**config.mk**
```make
export PLATFORM = sky130hd
export DESIGN_NAME = seq_detect_ctrl
export DESIGN_NICKNAME = d
export VERILOG_FILES = /design/src/rtl/seq_detect_ctrl.sv
export SDC_FILE = /design/constraint.sdc
export NUM_CORES = 1
export LEC_CHECK = 0
export CAP_MARGIN = 20
export CORE_MARGIN = 8
export CORE_UTILIZATION = 31
export DETAILED_ROUTE_END_ITERATION = 8
export PLACE_DENSITY = 0.54
export SYNTH_ARGS = -nofsm -noshare
export SYNTH_HDL_FRONTEND = slang
export SYNTH_SLANG_ARGS = --single-unit
export TNS_END_PERCENT = 5
```
**constraint.sdc**
```tcl
create_clock -name clk -period 2.9 [get_ports clk]
set_input_delay 0.29 -clock clk [delete_from_list [all_inputs] [get_ports clk]]
set_output_delay 0.29 -clock clk [all_outputs]
set_load 0.01 [all_outputs]
```
**src/rtl/seq_detect_ctrl.sv**
```systemverilog
// Serial pattern detector with run control: y pulses one cycle after the matching bit is sampled.
// No backpressure: x is consumed on every x_valid cycle in RUN and ignored otherwise.
module seq_detect_ctrl #(
   parameter int CNT_W = 8
) (
   input  logic             clk,
   input  logic             rst,
   input  logic             cfg_load,
   input  logic [7:0]       cfg_pattern,
   input  logic [2:0]       cfg_len,
   input  logic             cfg_overlap,
   input  logic [3:0]       cfg_target,
   input  logic             start,
   input  logic             stop,
   input  logic             x,
   input  logic             x_valid,
   output logic             y,
   output logic [CNT_W-1:0] match_cnt,
   output logic             busy,
   output logic             done
);

   typedef enum logic [1:0] {
      IDLE = 2'd0,
      RUN  = 2'd1,
      DONE = 2'd2
   } state_t;

   state_t           state_q, state_d;
   logic [7:0]       pat_q, pat_d;
   logic [2:0]       len_m1_q, len_m1_d;
   logic             ovl_q, ovl_d;
   logic [3:0]       tgt_q, tgt_d;
   logic [7:0]       sh_q, sh_d;
   logic [3:0]       fill_q, fill_d;
   logic [CNT_W-1:0] match_cnt_q, match_cnt_d;
   logic             y_q, y_d;

   logic [7:0]       sh_shift;
   logic [7:0]       mask;
   logic [3:0]       len;
   logic [3:0]       fill_inc;
   logic [CNT_W-1:0] cnt_inc;
   logic             match;

   // Datapath view of the next sample; only acted on in RUN.
   always_comb begin
      sh_shift = {sh_q[6:0], x};
      len      = {1'b0, len_m1_q} + 4'd1;
      mask     = 8'hFF >> (3'd7 - len_m1_q);
      fill_inc = (fill_q < len) ? fill_q + 4'd1 : fill_q;
      match    = x_valid && (fill_inc >= len) && ((sh_shift & mask) == (pat_q & mask));
      cnt_inc  = (match_cnt_q == {CNT_W{1'b1}}) ? match_cnt_q : match_cnt_q + CNT_W'(1);
   end

   always_comb begin
      state_d     = state_q;
      pat_d       = pat_q;
      len_m1_d    = len_m1_q;
      ovl_d       = ovl_q;
      tgt_d       = tgt_q;
      sh_d        = sh_q;
      fill_d      = fill_q;
      match_cnt_d = match_cnt_q;
      y_d         = 1'b0;
      case (state_q)
         IDLE, DONE: begin
            if (cfg_load) begin
               pat_d    = cfg_pattern;
               len_m1_d = cfg_len;
               ovl_d    = cfg_overlap;
               tgt_d    = cfg_target;
            end
            if (start) begin
               state_d     = RUN;
               sh_d        = 8'd0;
               fill_d      = 4'd0;
               match_cnt_d = '0;
            end
         end
         RUN: begin
            // stop wins over a match completing in the same cycle
            if (stop) begin
               state_d = IDLE;
            end else if (x_valid) begin
               sh_d   = sh_shift;
               fill_d = fill_inc;
               if (match) begin
                  y_d         = 1'b1;
                  match_cnt_d = cnt_inc;
                  if (!ovl_q) begin
                     fill_d = 4'd0;
                  end
                  if ((tgt_q != 4'd0) && (cnt_inc == CNT_W'(tgt_q))) begin
                     state_d = DONE;
                  end
               end
            end
         end
         default: state_d = IDLE;
      endcase
   end

   always_ff @(posedge clk or negedge rst) begin
      if (!rst) begin
         state_q     <= IDLE;
         pat_q       <= 8'b0000_0101;
         len_m1_q    <= 3'd2;
         ovl_q       <= 1'b1;
         tgt_q       <= 4'd0;
         sh_q        <= 8'd0;
         fill_q      <= 4'd0;
         match_cnt_q <= '0;
         y_q         <= 1'b0;
      end else begin
         state_q     <= state_d;
         pat_q       <= pat_d;
         len_m1_q    <= len_m1_d;
         ovl_q       <= ovl_d;
         tgt_q       <= tgt_d;
         sh_q        <= sh_d;
         fill_q      <= fill_d;
         match_cnt_q <= match_cnt_d;
         y_q         <= y_d;
      end
   end

   assign y         = y_q;
   assign match_cnt = match_cnt_q;
   assign busy      = (state_q == RUN);
   assign done      = (state_q == DONE);

endmodule

```
# == Word-level counts from Yosys, hierarchy flattened ==
# Index checks and enable logic that the tools add are counted.
# totals
word_cells,67
inputBits,23
register_bits,38
# op_classes
n_eq_ne,12
order_cmp,2
muxes,26
reduce_logical,11
bitwise,2
shift,1
add_sub_neg,4
# ops
cell,n
$mux W8,5
$mux W4,6
$and A8 B8 Y8,2
$pmux W8 S2,1
$mux W7,2
$pmux W7 S2,1
$mux W2,5
$add A8 B1 Y8 const B,1
$eq A8 B4 Y1,1
$eq A8 B8 Y1,1
$eq A8 B8 Y1 const B,1
$pmux W4 S2,1
$reduce_and A4 Y1,2
$shr A8 B3 Y8 const A,1
$ne A2 B2 Y1 const B,3
$ne A3 B2 Y1 const B,2
$reduce_and A5 Y1,1
$add A3 B1 Y4 const B,1
$add A4 B1 Y4 const B,1
$ge A4 B4 Y1,1
$lt A4 B4 Y1,1
$mux W1,4
$pmux W2 S2,1
$reduce_bool A4 Y1,1
other kinds (10),12

# == Depth between registers and ports, before layout ==
# depth
ltp_word,10
mapped_depth,17
ltp_nobuf,16

# == Worst setup path before layout ==
# No wires, ideal clock.
# synth_path
path_kind,flip-flop to flip-flop
startpoint,reg len_m1_q[1]
endpoint,reg match_cnt_q[0] (netlist: match_cnt[0])
setup_ns,0.077
period_less_slack_ns,3.221
t_arrival_ns,3.144
path_slack_ns,-0.321
path_stages_with_launch,18
cell_sequence,dfstp_2 -> inv_1 -> ha_1 -> inv_1 -> ha_1 -> o21ai_0 -> o211ai_2 -> nand2_1 -> nand4_1 -> xnor2_1 -> ha_1 -> o21ai_0 -> a211oi_1 -> o311ai_1 -> or2_1 -> buf_6 -> o31a_1 -> o21ai_1
# synth_between
elab_chain_len,8
word_cells_on_any_way,13
classes_between,add/sub (2); order compare (2); eq/ne (2); shift (1); mux (1); bitwise (2); reduce/logical (3)
# synth_rtl
item,line_no,rtl
start: declaration,31,"logic [2:0] len_m1_q, len_m1_d;"
start signal: assignment,118,len_m1_q <= len_m1_d;
$add A3 B1 Y4,49,"len = {1'b0, len_m1_q} + 4'd1;"
$lt A4 B4 Y1,51,fill_inc = (fill_q < len) ? fill_q + 4'd1 : fill_q;
$mux W4,51,
$ge A4 B4 Y1,52,match = x_valid && (fill_inc >= len) && ((sh_shift & mask) == (pat_q & mask));
$logic_and A1 B1 Y1,52,
$logic_and A1 B1 Y1 (*),52,
$ne A2 B1 Y1 (no source line) (*),--,
$reduce_and A5 Y1 (no source line) (*),--,
end signal: assignment,123,match_cnt_q <= match_cnt_d;
end: declaration,36,"logic [CNT_W-1:0] match_cnt_q, match_cnt_d;"
# Mark *: on every way between the ends. The rest lies on a longest branch, timed or not.
# A chain may end at the register's enable or synchronous reset.

# == Worst setup path in the final report ==
# Same ends and word-level chain as after synthesis.

==> results by group <==
Global routing
  • Met2 usage: 0.176
  • Global Route met1 Usage: 0.150
  • Vias in the first global route: between 1500 and 2000
  • Gr busiest metal: met2
  • Initial antenna violation count: 0
  • First-pass GRT wire length: around 9300 um
  • GRT met3 Usage: 0.0242
  • Largest net degree at the start of global routing: 39
  • GRT Util Overall: 0.113
  • Total congestion overflow: 0

Clocking
  • CTS sink count: 38
  • Hold-fix buffers at CTS: 0
  • Clk root buf: clkbuf_8
  • Clk_lat worst skew: 0.29 ns
  • CTS clk-pin slew, worst paths: 0.07 ns
  • H-tree Lvls: 2
  • TritonCTS clock tree: done
  • CTS Buf Count: 5
  • Max Root-Sink Buffers: 2

Worst setup path
  • Slowest-stage cell, CP: dfstp_2
  • WP data required: 3.11 ns
  • Crit end category: flip-flop
  • Critical-path cell list: inv_2, ha_4, inv_2, ha_4, o21ai_2, o211ai_2, nand2_2, buf_4, nand2_1, nand2_1, ha_1, a21o_1, a211oi_1, mux2_4, or2_4, o31a_1, o21ai_1
  • Startpoint types: flip-flop
  • Crit-path max FO: 8
  • Critical path arrival: approximately 3.5 ns
  • Critical Path Max Stage Delay: between 0.5 and 0.6 ns
  • Setup CP Type: reg -> reg

Yosys
  • Syn_nets: 267
  • Top FF cell, synth: dfrtp_1
  • Fraction of registers with async set/reset: 1.00
  • Netlist cell types: 50
  • Synth Warn #: 0
  • Seq/Total Area, Yosys: 0.427
  • Mapped Cells: ~230
  • Post-synth EDFFs: 0
  • FF+latch count, synth: 38
  • Cell area after synthesis: 0.00224 mm2
  • Mean Syn Cell Area: 9.62 um2

STA
  • WHS: 0.120 ns
  • Minimum clock period: 3.28 ns
  • Max-slew violation count: 0
  • Slew HR: 0.417
  • Fin crit share: 1.13
  • Worst setup margin: -0.376 ns
  • Worst slew pin tran: 0.875 ns
  • Final setup viols: 15
  • Final hold vios: 0
  • F_max: slightly above 300 MHz
  • Skew final: 0.00464 ns
  • Unrepaired setup endpoints after global routing: true

Die
  • IO Pins: 34
  • Die Width: around 100 um
  • Die ar.: between 0.01 and 0.015 mm2
  • Core footprint: 0.00714 mm2
  • Starting density of the core: 0.314
  • Row count: 31
  • Die H: between 100 and 150 um

Route
  • WL final: 5520 um
  • Antenna-violating nets left: 0
  • DR vias: 1886
  • DRT Pass-1 Iters: 4
  • DR vias/cell: 4.82
  • Drt wl/cell: 14.1 um
  • Initial drt markers: 239
  • Drt drc: 0

Placement
  • PortBufs: 33
  • Dpl hpwl: 4100 um
  • Routability cong.: between 0.7 and 0.8
  • Placed instance count: 382

Final layout
  • Area Overhead vs Synth: 36.0%
  • Non-Filler Instances: just under 400
  • # diodes: 0
  • Layout cell share with drive strength beyond 1: 0.271
  • # fillers: 730
  • Final nets: approximately 330

Worst hold path
  • HP Class: in -> async

Job
  • Max cap viols: 0

Power
  • Leak: 1.26 nW
  • Pwr dens: between 600 and 700 mW/mm2
  • Peak supply drop: 0.197 mV

Outcome
  • Failing checks: negative setup slack
  • Status: finished, violations left
[critical path: cells and delay by family, from the launching register on]
family / cells / cell delay (ns)
adder cells (fa/ha/maj): 3 / 0.77
AO/OA/AOI/OAI: 6 / 0.77
flip-flops: 1 / 0.57
AND/OR/NAND/NOR: 4 / 0.54
multiplexers: 1 / 0.29
buffers and inverters: 3 / 0.25
[final cells by class]
class / count / area, um2 / area share
clock buffers: 7 / 86.3 / 0.0283
clock inverters: 1 / 5.00 / 0.00164
inverters: 11 / 41.3 / 0.0135
multi-input cells: 175 / 1310 / 0.429
flip-flops and latches: 38 / 956 / 0.314
well taps: 99 / 124 / 0.0406
repair buffers: 60 / 528 / 0.173
[sequential cells by signal, summed over array words and instances (netlist names)]
signal,count
fill_q,4
len_m1_q,3
match_cnt,8
ovl_q,1
pat_q,8
sh_q,7
state_q,2
tgt_q,4
y,1
[report_power, final]
| part | internal [mW] | total [mW] | leakage, nW | switching (mW) |
|---|---|---|---|---|
| Clock | 0.192 | 0.380 | 0.0482 | 0.188 |
| Combinational | 0.436 | 0.820 | 0.728 | 0.384 |
| Sequential | 0.616 | 0.690 | 0.485 | 0.0740 |
| Total | 1.24 | 1.89 | 1.26 | 0.646 |
[metrics by stage]
stage                     setup slack, ns  power (mW)  setup TNS, ns   util  area, um2
after floorplan                    -0.164        1.18          -1.36      -       2290
after global placement             -0.391        1.48          -4.37  0.405       2890
after detailed placement           -0.455        1.49          -5.33  0.405       2890
after CTS                          -0.378        1.89          -4.66  0.420       3000
after global routing               -0.561        2.03          -7.47  0.427       3050
final                              -0.376        1.89          -4.58  0.427       3050
[cells by family (layout without fill, tap and decap cells)]
logic type,Yosys count,count (layout),share of synthesized area
flops,38,38,0.427
simple gates,74,74,0.165
mux,17,17,0.0860
xor+xnor,12,12,0.0469
compound gates,61,61,0.176
fa+ha+maj,11,11,0.0614
buf+inv,20,79,0.0380
[cell usage in the layout, fill, tap and decap left out, types with 3 or more instances in the layout]
| master | Yosys | layout |
|---|---|---|
| a21oi_1 | 11 | 11 |
| a22o_1 | 3 | 3 |
| a31oi_1 | 4 | 4 |
| and3_1 | 4 | 4 |
| buf_4 | 0 | 27 |
| clkbuf_8 | 0 | 6 |
| clkdlybuf4s50_1 | 0 | 32 |
| dfrtp_1 | 34 | 34 |
| dfstp_2 | 4 | 4 |
| ha_1 | 11 | 6 |
| ha_4 | 0 | 4 |
| inv_1 | 8 | 5 |
| inv_2 | 2 | 5 |
| mux2_2 | 14 | 14 |
| nand2_1 | 29 | 28 |
| nand2b_1 | 5 | 5 |
| nand3_1 | 6 | 6 |
| nand4_1 | 3 | 3 |
| nor2_1 | 9 | 8 |
| nor2b_1 | 5 | 5 |
| o21ai_0 | 19 | 15 |
| o21ai_1 | 4 | 6 |
| o31a_1 | 3 | 3 |
| xnor2_1 | 9 | 7 |
| xor2_1 | 3 | 3 |
[per-layer routing]
| layer | share of wire | routed length (um) |
|---|---|---|
| met5 | 0 | 0 |
| met2 | 0.46 | 2540 |
| met1 | 0.50 | 2750 |
| met4 | 0.0072 | 40 |
| met3 | 0.034 | 185 |
[synthesized netlist by cell type, drive strengths merged, types with 2 or more instances]
cell type | instances | share of area
a21oi | 12 | 0.028
xor2 | 3 | 0.012
a31oi | 4 | 0.011
clkbuf | 6 | 0.010
dfrtp | 34 | 0.38
dfstp | 4 | 0.047
mux2 | 15 | 0.077
nand2 | 30 | 0.051
nor3b | 2 | 0.0089
a22o | 3 | 0.012
o31a | 3 | 0.012
inv | 10 | 0.017
o21ai | 23 | 0.051
buf | 3 | 0.0095
nand3 | 6 | 0.013
nand2b | 5 | 0.014
a211oi | 3 | 0.010
a21o | 2 | 0.0067
xnor2 | 9 | 0.035
o31ai | 2 | 0.0067
a41oi | 2 | 0.0078
nor3 | 3 | 0.0067
nor2 | 9 | 0.015
nand4 | 3 | 0.0084
and3 | 4 | 0.011
nor2b | 5 | 0.014
mux2i | 2 | 0.0089
o211ai | 2 | 0.0089
and2 | 2 | 0.0056
ha | 11 | 0.061
[path summary, 6_finish.rpt]
check                                 start  slack (ns)            to  cells after the start
worst max-delay path            len_m1_q[1]       -0.38  match_cnt[0]                     17
worst min-delay path                    rst        0.12       sh_q[1]                      1
worst max register to register  len_m1_q[1]       -0.38  match_cnt[0]                     17
worst min register to register      sh_q[6]        0.49       sh_q[6]                      2
max in group asynchronous               rst        2.24      tgt_q[2]                      1
min in group clk                    sh_q[6]        0.49       sh_q[6]                      2
[what timing repair did]
item                                    CTS  global route
resized for setup                         3            11
endpoints found under the setup margin   15            15
setup buffers                             0             1
pin swaps                                 0            11
Power figures use the tool's default switching activity.
